### config.mk
export PLATFORM = sky130hd
export DESIGN_NAME = timer_arbiter
export DESIGN_NICKNAME = d
export VERILOG_FILES = /design/src/rtl/timer_arbiter_pkg.sv /design/src/rtl/rr_arbiter.sv /design/src/rtl/timer_arbiter.sv
export SDC_FILE = /design/constraint.sdc
export NUM_CORES = 1
export LEC_CHECK = 0
export ABC_AREA = 1
export ABC_CLOCK_PERIOD_IN_PS = 2600
export CORE_ASPECT_RATIO = 0.8
export CORE_MARGIN = 2
export CORE_UTILIZATION = 50
export DETAILED_ROUTE_END_ITERATION = 8
export PLACE_DENSITY = 0.93
export SLEW_MARGIN = 20
export SYNTH_ARGS = -nofsm -noshare
export SYNTH_HDL_FRONTEND = slang
export SYNTH_SLANG_ARGS = --single-unit
### constraint.sdc
create_clock -name clk -period 2.6 [get_ports clk]
set_input_delay 0.52 -clock clk [delete_from_list [all_inputs] [get_ports clk]]
set_output_delay 0.52 -clock clk [all_outputs]
set_load 0.02 [all_outputs]
### src/rtl/timer_arbiter_pkg.sv
// Shared types for the timer arbiter: FSM state encoding and index helper.
// Latency: n/a (types and pure functions only).
// Backpressure: n/a.
package timer_arbiter_pkg;

    typedef enum logic [1:0] {
        IDLE = 2'd0,
        LOAD = 2'd1,
        RUN  = 2'd2,
        DONE = 2'd3
    } state_t;

    // Index that follows idx in a ring of n entries.
    function automatic int ring_next(input int idx, input int n);
        return (idx + 1) % n;
    endfunction

endpackage

### src/rtl/rr_arbiter.sv
// Round-robin arbiter: one-hot winner = first set req at or after the pointer.
// Latency: winner is combinational; pointer moves one clock after advance.
// Backpressure: none; pointer only moves when the caller strobes advance.
module rr_arbiter
    import timer_arbiter_pkg::*;
#(
    parameter int N = 4
) (
    input  logic                 clk,
    input  logic                 reset,
    input  logic [N-1:0]         req,
    input  logic                 advance,
    input  logic [$clog2(N)-1:0] adv_idx,
    output logic [N-1:0]         winner,
    output logic [$clog2(N)-1:0] winner_idx,
    output logic                 any
);

    localparam int IW = $clog2(N);

    logic [IW-1:0] pointer;

    // Scan the ring starting at the pointer; the first set request wins.
    always_comb begin
        winner     = '0;
        winner_idx = '0;
        any        = 1'b0;
        for (int k = 0; k < N; k++) begin
            if (!any && req[(int'(pointer) + k) % N]) begin
                any        = 1'b1;
                winner_idx = IW'((int'(pointer) + k) % N);
                winner[(int'(pointer) + k) % N] = 1'b1;
            end
        end
    end

    // The granted requester drops to lowest priority for the next round.
    always_ff @(posedge clk or negedge reset) begin
        if (!reset) begin
            pointer <= '0;
        end else if (advance) begin
            pointer <= IW'(ring_next(int'(adv_idx), N));
        end
    end

endmodule

### src/rtl/timer_arbiter.sv
// Shares one down-counting delay timer among NUM_REQ requesters, round-robin.
// Latency: grant 1 clk after req in IDLE; done 1 clk after the expiring tick.
// Backpressure: requesters hold req until done; dropping req aborts silently.
module timer_arbiter
    import timer_arbiter_pkg::*;
#(
    parameter int NUM_REQ = 4,
    parameter int WIDTH   = 8
) (
    input  logic                       clk,
    input  logic                       reset,
    input  logic                       tick,
    input  logic [NUM_REQ-1:0]         req,
    input  logic [NUM_REQ*WIDTH-1:0]   req_count,
    output logic [NUM_REQ-1:0]         grant,
    output logic [NUM_REQ-1:0]         done,
    output logic                       busy,
    output logic [WIDTH-1:0]           count
);

    localparam int IW = $clog2(NUM_REQ);

    state_t             state;
    state_t             next_state;
    logic [IW-1:0]      owner;
    logic [NUM_REQ-1:0] win_onehot;
    logic [IW-1:0]      win_idx;
    logic               win_any;
    logic [WIDTH-1:0]   load_val;
    logic               abort;
    logic               expire;

    rr_arbiter #(.N(NUM_REQ)) u_arb (
        .clk        (clk),
        .reset      (reset),
        .req        (req),
        .advance    (state == LOAD),
        .adv_idx    (owner),
        .winner     (win_onehot),
        .winner_idx (win_idx),
        .any        (win_any)
    );

    assign load_val = req_count[int'(owner)*WIDTH +: WIDTH];
    // Abort takes precedence over a coincident expiry.
    assign abort    = (state == RUN) && !req[owner];
    assign expire   = (state == RUN) && tick && (count == '0);
    assign busy     = (state != IDLE);

    // State register.
    always_ff @(posedge clk or negedge reset) begin
        if (!reset) begin
            state <= IDLE;
        end else begin
            state <= next_state;
        end
    end

    // Next-state decode; tick only matters while RUN.
    always_comb begin
        next_state = state;
        case (state)
            IDLE:    if (win_any) next_state = LOAD;
            LOAD:    next_state = RUN;
            RUN: begin
                if (abort)       next_state = IDLE;
                else if (expire) next_state = DONE;
            end
            DONE:    next_state = IDLE;
            default: next_state = IDLE;
        endcase
    end

    // Capture the winner in IDLE so later req changes cannot move ownership;
    // grant and done are registered so they line up with the FSM state.
    always_ff @(posedge clk or negedge reset) begin
        if (!reset) begin
            owner <= '0;
            grant <= '0;
            done  <= '0;
        end else begin
            done <= '0;
            case (state)
                IDLE: begin
                    if (win_any) begin
                        owner <= win_idx;
                        grant <= win_onehot;
                    end
                end
                RUN: begin
                    if (abort)       grant <= '0;
                    else if (expire) done  <= grant;
                end
                DONE:    grant <= '0;
                default: ;
            endcase
        end
    end

    // Timer: load once, then decrement on tick, saturating at zero.
    always_ff @(posedge clk or negedge reset) begin
        if (!reset) begin
            count <= '0;
        end else if (state == LOAD) begin
            count <= load_val;
        end else if (state == RUN && !abort && tick && count != '0) begin
            count <= count - WIDTH'(1);
        end
    end

endmodule

# ---- Word-level counts from Yosys, hierarchy flattened
# Cells that the tools add are included.
dict set report totals {
  regBits 22
  in_bits 39
}
dict set report classes {
  addsub 5
  n_lt_le_gt_ge 9
  n_eq_ne 6
  shifts 1
  mux 45
  bitwise_logic 6
  reduce_logical 30
}
# operator n
set op_table {}
lappend op_table {{2-to-1 mux 4 bit} 9}
lappend op_table {{variable part select 32 x 6 -> 8 bit} 1}
lappend op_table {{2-to-1 mux 1 bit} 16}
lappend op_table {{2-to-1 mux 8 bit} 2}
lappend op_table {{2-to-1 mux 2 bit} 7}
lappend op_table {{logical AND 1 bit} 13}
lappend op_table {{less-than comparator 3 x 4 -> 1 bit (second input constant)} 3}
lappend op_table {{OR 4 bit} 3}
lappend op_table {{case mux 4 bit (3 select lines)} 1}
lappend op_table {{binary-select mux 1 bit (select 2 bit)} 5}
lappend op_table {{>= comparator 3 x 1 -> 1 bit (second input constant)} 3}
lappend op_table {{demux 1 bit (select 2 bit)} 4}
lappend op_table {{zero test 8 bit} 1}
lappend op_table {{case mux 2 bit (4 select lines)} 1}
lappend op_table {{nonzero test 8 bit} 1}
lappend op_table {{subtractor 8 x 1 -> 8 bit (second input constant)} 1}
lappend op_table {{less-than comparator 2 x 3 -> 1 bit (second input constant)} 2}
lappend op_table {{OR reduction 2 bit} 3}
lappend op_table {{zero test 1 bit} 5}
lappend op_table {{adder 2 x 1 -> 2 bit (second input constant)} 2}
lappend op_table {{adder 2 bit (second input constant)} 2}
lappend op_table {{equality test 2 bit (second input constant)} 2}
lappend op_table {{AND reduction 2 bit} 2}
lappend op_table {{nonzero test 2 bit} 2}
lappend op_table {{other kinds (9)} 11}

# ---- Logic depth before layout (Yosys ltp)
# Gate-level depths: netlist of the first run.
dict set report logic_depth {
  depth_word 16
  ltp_mapped 12
  mapped_depth_nobuf 11
}

# ---- Cells and area by module
# From an unflattened synthesis of the first run, not the netlist that was laid out.
dict set report hier_totals {
  hier_cells 306
  area_unflattened_um2 1920.6
}
# mod instances cells_per_inst area_each_um2 seq_area_each_um2
set modules_own_cells {}
lappend modules_own_cells {timer_arbiter 1 224 1401.3 500.5}
lappend modules_own_cells {rr_arbiter 1 82 519.2 50.0}

# ---- Least setup slack after synthesis of the first run
# Ideal clock, no wire load.
dict set report synth_timing {
  kind {register -> register}
  from {reg u_arb.pointer[0]}
  to {reg owner[0]}
  setup_time_ns 0.117
  t_arrival_ns 1.589
  required_ns 2.483
  setup_slack_ns 0.894
  path_stages_with_launch 13
  period_less_slack_ns 1.706
  cell_sequence {dfrtp_1 -> buf_6 -> inv_8 -> ha_1 -> inv_1 -> nand2_1 -> nand2_2 -> nor2_4 -> nand3_1 -> nand2_2 -> inv_2 -> nand3_1 -> nand2_1}
}
dict set report synth_via {
  elab_chain_cells 13
}
# element line_no
set synth_rtl {}
lappend synth_rtl {{start, declared} rr_arbiter.sv:21} ;# logic [IW-1:0] pointer;
lappend synth_rtl {{start signal, assigned} rr_arbiter.sv:42} ;# pointer <= IW'(ring_next(int'(adv_idx), N));
lappend synth_rtl {{adder 2 x 1 -> 2 bit or binary-select mux 1 bit (select 2 bit) (tied branches)} {rr_arbiter.sv:29, rr_arbiter.sv:31}}
lappend synth_rtl {{binary-select mux 1 bit (select 2 bit) or 2-to-1 mux 1 bit (tied branches)} rr_arbiter.sv:29} ;# if (!any && req[(int'(pointer) + k) % N]) begin
lappend synth_rtl {{2-to-1 mux 1 bit (implied by the code)} rr_arbiter.sv:29}
lappend synth_rtl {{2-to-1 mux 1 bit (implied by the code) or zero test 1 bit (tied branches)} rr_arbiter.sv:29}
lappend synth_rtl {{logical AND 1 bit} rr_arbiter.sv:29}
lappend synth_rtl {{2-to-1 mux 1 bit} rr_arbiter.sv:29}
lappend synth_rtl {{zero test 1 bit} rr_arbiter.sv:29}
lappend synth_rtl {{logical AND 1 bit} rr_arbiter.sv:29}
lappend synth_rtl {{2-to-1 mux 1 bit} rr_arbiter.sv:29}
lappend synth_rtl {{zero test 1 bit} rr_arbiter.sv:29}
lappend synth_rtl {{logical AND 1 bit} rr_arbiter.sv:29}
lappend synth_rtl {{2-to-1 mux 1 bit} rr_arbiter.sv:29}
lappend synth_rtl {{AND reduction 2 bit (no line)} n/a}
lappend synth_rtl {{end signal, assigned} timer_arbiter.sv:86} ;# owner <= win_idx;
lappend synth_rtl {{end, declared} timer_arbiter.sv:25} ;# logic [IW-1:0] owner;
# Parallel ways exist; a longest one is shown, timed or not. The select of a mux whose other input is x is not followed.
# A chain may end at the register's enable or synchronous reset.

# ---- Final worst setup path of the first run
dict set report layout_timing {
  from {reg u_arb.pointer[1]}
  to {reg grant[1]}
}
dict set report layout_via {
  elab_chain_cells 15
}
# element line_no
set layout_rtl {}
lappend layout_rtl {{adder 2 x 1 -> 2 bit} {rr_arbiter.sv:29, rr_arbiter.sv:32}}
lappend layout_rtl {{OR reduction 2 bit (no line)} n/a}
lappend layout_rtl {{bitwise AND 1 bit (no line)} n/a}
lappend layout_rtl {{less-than comparator 3 x 4 -> 1 bit (implied by the code) or >= comparator 3 x 1 -> 1 bit (tied branches)} rr_arbiter.sv:32} ;# winner[(int'(pointer) + k) % N] = 1'b1;
lappend layout_rtl {{logical AND 1 bit (implied by the code)} rr_arbiter.sv:32}
lappend layout_rtl {{2-to-1 mux 1 bit (implied by the code)} rr_arbiter.sv:32}
lappend layout_rtl {{demux 1 bit (select 2 bit)} n/a}
lappend layout_rtl {{OR 4 bit (no line)} n/a}
lappend layout_rtl {{2-to-1 mux 4 bit} rr_arbiter.sv:29}
lappend layout_rtl {{OR 4 bit (no line)} n/a}
lappend layout_rtl {{2-to-1 mux 4 bit} rr_arbiter.sv:29}
lappend layout_rtl {{OR 4 bit (no line)} n/a}
lappend layout_rtl {{2-to-1 mux 4 bit} rr_arbiter.sv:29}
lappend layout_rtl {{2-to-1 mux 4 bit} timer_arbiter.sv:85} ;# if (win_any) begin
lappend layout_rtl {{case mux 4 bit (3 select lines)} timer_arbiter.sv:83} ;# case (state)
lappend layout_rtl {{end signal, assigned} timer_arbiter.sv:87} ;# grant <= win_onehot;
lappend layout_rtl {{end, declared} timer_arbiter.sv:15} ;# output logic [NUM_REQ-1:0] grant,
# Parallel ways exist; a longest one is shown, timed or not. The select of a mux whose other input is x is not followed.

==> results.sh, run 1 <==
export IMPL_outcome="finished, final reports clean"
export IMPL_vias=2061
export IMPL_yosysSeqAreaShare=0.290
export IMPL_cp_data_required_time_ps=2760
export IMPL_synth_area_leaders="dfrtp_1, nand2_1, o21ai_0, ha_1, nand3_1"
export IMPL_p_leak_nw=1.14
export IMPL_synth_simple_area_share=0.374
export IMPL_ys_types=33
export IMPL_layout_cells_non_filler=362
export IMPL_avgSynthCellArea_sq_um=7.10
export IMPL_setup_tns_ps=0
export IMPL_synthXorXnorAreaFrac=0.0139
export IMPL_synthCells=267
export IMPL_die_y_um=59.1
export IMPL_crit_chain="inv_2 -> ha_1 -> inv_1 -> nand2_1 -> nand2_2 -> nor2_4 -> nand3_1 -> nand2_2 -> inv_2 -> nand2_1 -> nand2_1"
export IMPL_cts_tree="built"
export IMPL_worst_path_stages=11
export IMPL_p_total_mw=3.10
export IMPL_wl_per_cell_um=14.4
export IMPL_clock_sinks=22
export IMPL_r2r_end="grant[1]"
export IMPL_synth_top_family_by_area="simple AND/OR/NAND/NOR gates"
export IMPL_area_growth_pct=32.5
export IMPL_fin_crit_sh=0.809
export IMPL_cap_violations=0
export IMPL_finalSetupViolCount=0
export IMPL_layout_common_cells="nand2_1, clkdlybuf4s50_1, nor2_1"
export IMPL_nets=369
export IMPL_htreeDepth=1
export IMPL_hold_violations=0
export IMPL_syn_cell_area_sq_um=1900
export IMPL_synth_top_area_cell="dfrtp_1"
export IMPL_crit_family="simple AND/OR/NAND/NOR gates"
export IMPL_io_pins=56
export IMPL_drt_total_wl_mm=5.23
export IMPL_final_common_cell="nand2_1"
export IMPL_first_pass_iters=7
export IMPL_startpoint="u_arb.pointer[1]"
export IMPL_vias_per_cell=5.69
export IMPL_path_buf_inv=3
export IMPL_drv_slew=0
export IMPL_grt_pass1_wl_mm=8.59
export IMPL_critPathSlowestCell="dfrtp_1"
export IMPL_slew_headroom=0.507
export IMPL_cts_buffer_depth=2
export IMPL_numCtsBuffers=3
export IMPL_io_buffer_count=55
export IMPL_dp_cells=358
export IMPL_critPathKind="register to register"
export IMPL_min_path_type="register to register"
export IMPL_ff2ff_path_depth=11
export IMPL_crit_path_end="grant[1]"
export IMPL_grtUsageMet2=0.417
export IMPL_yosysTopAreaCellShare=0.290
export IMPL_period_minus_slack_ps=2100
export IMPL_regToRegSetupSlack_ps=500
export IMPL_synthAdderAreaFrac=0.0594
export IMPL_fillCellCount=276
export IMPL_ant_nets=0
export IMPL_rows=19
export IMPL_cp_slowest_stage_delay_ps=540
export IMPL_rsz0062_at_grt="no"
export IMPL_powerDensity_nw_per_um2=1240
export IMPL_cp_common_cell="nand2_1"
export IMPL_die_w_um=72.8
export IMPL_die_area_sq_um=4300
export IMPL_yosys_warnings=0
export IMPL_root_buffer="clkbuf_8"
export IMPL_grt_max_degree=24
export IMPL_floorplan_initialDensity=0.535
export IMPL_crit_arrival_ps=2260
export IMPL_hold_buffers=0
export IMPL_grt_util_met3=0.0663
export IMPL_ys_ff_latch=22
export IMPL_r2r_start="u_arb.pointer[1]"
export IMPL_dp_hpwl_mm=3.87
export IMPL_antenna_cells=0
export IMPL_antenna_found_initial=0
export IMPL_muxShareOfSynthArea=0
export IMPL_cts_resized=0
export IMPL_fmax_mhz=476
export IMPL_cts_reportedPaths_clkPinSlew_ps=80
export IMPL_syn_nets=315
export IMPL_fin_skew_ps=6.54
export IMPL_synth_compound_area_frac=0.167
export IMPL_grt_pass1_vias=1969
export IMPL_crit_path_end_kind="register"
export IMPL_vdd_ir_drop_worst_mv=0.555
export IMPL_drc=0
export IMPL_track_usage=0.255
export IMPL_grt_busiest_layer="met2"
export IMPL_drt_iter0_drc=188
export IMPL_cp_max_fo=13
export IMPL_drive_gt1_frac=0.128
export IMPL_worst_pin_slew_ps=739
export IMPL_startpoint_type="register"
export IMPL_clk_latency_ps=260
export IMPL_postCtsSetupBuffers=0
export IMPL_place_gp_congestion=0.917
export IMPL_met1_usage=0.328
export IMPL_grt_ovfl_total=0
export IMPL_core_area_sq_um=3540
## Yosys cell counts (all sizes together)
cell type,n
nand2,79
o21ai,33
nor2,30
inv,26
nand3,26
dfrtp,22
ha,9
a21oi,8
o22ai,8
buf,7
nand4,7
a21boi,4
xor2,2
clkbuf,1
nand3b,1
nor3,1
o221ai,1
o31ai,1
xnor2,1
## through the flow
step	hold slack, ps	worst slack, ps	cell area (sq um)	util
2_1_floorplan	224	894	1900	-
3_3_place_gp	506	491	2440	0.689
3_5_place_dp	515	402	2440	0.689
4_1_cts	535	518	2510	0.709
5_1_grt	564	335	2510	0.709
6_report	529	497	2510	0.709
## cell families after synthesis
logic type | count (synthesis)
compound gates | 55
simple gates | 144
flops | 22
xor+xnor | 3
fa+ha+maj | 9
buf+inv | 34
## registers in the layout, summed over array words and instances (netlist names)
register / cells
grant: 4
done: 4
state: 2
count: 8
owner: 2
u_arb.pointer: 2
## worst register-to-register path, cell delays in order (launching register included)
cell,delay (ps)
dfrtp_1,540
inv_2,180
ha_1,380
inv_1,100
nand2_1,90
nand2_2,60
nor2_4,250
nand3_1,130
nand2_2,100
inv_2,60
nand2_1,60
nand2_1,50
## routing by layer
metal,routed length [um],vias up
met5,0,-
li1,-,991
met4,150,0
met1,2180,919
met2,2410,133
met3,482,18
## final cells by class
type,count,area (sq um),area share
Timing Repair Buffer,57,566,0.225
Clock inverter,1,30.0,0.0120
Sequential cell,22,551,0.219
Inverter,26,108,0.0428
Multi-Input combinational cell,211,1160,0.463
Clock buffer,3,41.3,0.0164
Tap cell,42,52.6,0.0209
## worst min path at each step
| stage | startpoint | end | slack [ps] | cells after the start |
|---|---|---|---|---|
| after floorplan | reset | count[0] | 220 | 0 |
| after global placement | grant[3] | grant[3] | 510 | 2 |
| after detailed placement | grant[3] | grant[3] | 520 | 2 |
| after CTS | grant[3] | grant[3] | 530 | 2 |
| after global routing | grant[3] | grant[3] | 560 | 2 |
| final | grant[0] | grant[0] | 530 | 2 |
## report_power, final
group	internal, mW	total [mW]	switching [mW]
Clock	0.206	0.317	0.111
Sequential	0.464	0.671	0.207
Combinational	0.754	2.12	1.36
Total	1.42	3.10	1.68
Power figures use the tool's default switching activity.
==> inputs of run 2 (changes only) <==
--- a/config.mk
+++ b/config.mk
@@ -6,12 +6,12 @@
 export NUM_CORES = 1
 export LEC_CHECK = 0
 export ABC_AREA = 1
-export ABC_CLOCK_PERIOD_IN_PS = 2600
+export ABC_CLOCK_PERIOD_IN_PS = 1700
 export CORE_ASPECT_RATIO = 0.8
 export CORE_MARGIN = 2
-export CORE_UTILIZATION = 50
+export CORE_UTILIZATION = 43
 export DETAILED_ROUTE_END_ITERATION = 8
-export PLACE_DENSITY = 0.93
+export PLACE_DENSITY = 0.86
 export SLEW_MARGIN = 20
 export SYNTH_ARGS = -nofsm -noshare
 export SYNTH_HDL_FRONTEND = slang
==> constraint.sdc (replaced) <==
create_clock -name clk -period 1.7 [get_ports clk]
set_input_delay 0.34 -clock clk [delete_from_list [all_inputs] [get_ports clk]]
set_output_delay 0.34 -clock clk [all_outputs]
set_load 0.02 [all_outputs]
==> run 2 against run 1 <==
Effect of this change:
- global-route usage decreased by 4.5 points
- hold slack worse by 120 ps
- clock skew decreased by 3.9 ps
- clock power is 15% higher
- critical path depth fell by 1
- sequential share of layout area fell by 2.2 points
- critical path type unchanged
- critical endpoint is now owner[1]
- highest routed layer unchanged
==> results.sh, run 2 (synthesis results as in run 1) <==
export IMPL_nets=391
export IMPL_drt_total_wl_mm=5.29
export IMPL_ant_nets=0
export IMPL_core_area_sq_um=4200
export IMPL_clock_sinks=22
export IMPL_setup_tns_ps=0
export IMPL_finalSetupViolCount=0
export IMPL_r2r_start="u_arb.pointer[0]"
export IMPL_startpoint_type="register"
export IMPL_drt_iter0_drc=150
export IMPL_floorplan_initialDensity=0.451
export IMPL_io_buffer_count=55
export IMPL_startpoint="u_arb.pointer[0]"
export IMPL_cts_buffer_depth=2
export IMPL_grt_pass1_vias=1901
export IMPL_worst_pin_slew_ps=451
export IMPL_die_y_um=63.4
export IMPL_die_area_sq_um=4960
export IMPL_crit_path_end_kind="register"
export IMPL_clk_latency_ps=260
export IMPL_drive_gt1_frac=0.234
export IMPL_place_gp_congestion=0.936
export IMPL_place_area_sq_um=2630
export IMPL_drc=0
export IMPL_cp_data_required_time_ps=1900
export IMPL_top_register="count"
export IMPL_root_buffer="clkbuf_8"
export IMPL_htreeDepth=1
export IMPL_vdd_ir_drop_worst_mv=0.831
export IMPL_fmax_mhz=595
export IMPL_grt_pass1_wl_mm=8.34
export IMPL_cts_reportedPaths_clkPinSlew_ps=70
export IMPL_slew_headroom=0.699
export IMPL_largest_register_ffs=8
export IMPL_cts_tree="built"
export IMPL_critPathKind="register to register"
export IMPL_final_common_cell="nand2_1"
export IMPL_rows=21
export IMPL_first_pass_iters=4
export IMPL_antenna_found_initial=0
export IMPL_reg_top3="count x8, done x4, grant x4"
export IMPL_wl_per_cell_um=13.3
export IMPL_fin_skew_ps=2.62
export IMPL_min_path_type="input pin to asynchronous set/reset pin"
export IMPL_grt_max_degree=23
export IMPL_layout_common_cells="nand2_1, clkdlybuf4s50_1, nor2_1"
export IMPL_cp_max_fo=6
export IMPL_design_area_sq_um=2800
export IMPL_p_leak_nw=1.30
export IMPL_numCtsBuffers=3
export IMPL_vias=2112
export IMPL_dp_hpwl_mm=3.94
export IMPL_hold_violations=0
export IMPL_io_pins=56
export IMPL_cap_violations=0
export IMPL_fin_util=0.665
export IMPL_outcome="finished, final reports clean"
export IMPL_crit_arrival_ps=1880
export IMPL_fin_crit_sh=0.988
export IMPL_antenna_cells=0
export IMPL_die_w_um=78.2
export IMPL_grt_ovfl_total=0
export IMPL_vias_per_cell=5.29
export IMPL_powerDensity_nw_per_um2=1930
export IMPL_track_usage=0.209
export IMPL_area_growth_pct=47.5
export IMPL_drv_slew=0
export IMPL_hold_buffers=0
export IMPL_period_minus_slack_ps=1680
-- run 2: cell count changes in the layout (fill, tap and decap cells not counted), moves of 3 or more --
cell | previous run | this run
dlymetal6s2s_1 | 0 | 3
a21oi_1 | 8 | 5
clkdlybuf4s50_1 | 55 | 50
buf_4 | 2 | 21
nand2_2 | 12 | 15
inv_1 | 17 | 14
nand2_1 | 63 | 59
a21oi_2 | 0 | 3
-- run 2: routing by layer --
| layer | GRT usage | part of all wire | up-vias | routed length [um] |
|---|---|---|---|---|
| li1 | - | - | 1037 | - |
| met1 | 0.276 | 0.44 | 986 | 2350 |
| met2 | 0.343 | 0.48 | 79 | 2520 |
| met3 | 0.0587 | 0.068 | 10 | 358 |
| met4 | 0.0461 | 0.011 | 0 | 59 |
| met5 | 0 | 0 | - | 0 |
-- run 2: path summary, 6_finish.rpt --
path	to	slack (ps)	cells past startpoint
setup reg to reg	owner[1]	20	10
setup / recovery	owner[1]	20	10
max in group asynchronous	u_arb.pointer[0]	1050	2
hold / removal	grant[2]	410	2
hold reg to reg	grant[0]	530	2
min in group clk	grant[0]	530	2
-- run 2: critical path, cell delays in order (launching register included) --
cell and delay, ps:
dfrtp_2 440, inv_8 40, ha_4 300, inv_4 50
nand3_1 90, nand2_1 120, inv_1 200, nand4_1 140
nand3_1 120, nand2_2 70, nand2_1 70
-- run 2: per-stage QoR --
step                hold slack, ps  worst slack (ps)  instances  power (mW)
finish                         414              20.5        399        5.40
global route                   449             -89.6        399        5.86
CTS                            421              9.95        395        4.98
detailed placement             509              -177        391        4.61
global placement               500              -149        391        4.52
floorplan                     44.4              52.3        267        3.43
-- run 2: cell type report --
| class | count | area [sq um] |
|---|---|---|
| clock buffers | 4 | 55.1 |
| fillers | 343 | 1410 |
| inverters | 26 | 113 |
| multi-input cells | 211 | 1240 |
| flip-flops and latches | 22 | 552 |
| well taps | 57 | 71.3 |
| repair buffers | 79 | 767 |
-- run 2: timing repair --
item	in CTS	in global routing
buffers inserted	0	4
endpoints found under the setup margin	1	21
gates resized for setup	1	27
pin swaps	0	8
-- run 2: where the power goes --
part           internal (mW)  total [mW]  leakage (nW)  switching [mW]
sequential             0.716       0.920         0.284           0.204
combinational           1.73        4.11         0.985            2.38
clock                  0.206       0.364        0.0288           0.158
total                   2.66        5.40          1.30            2.74
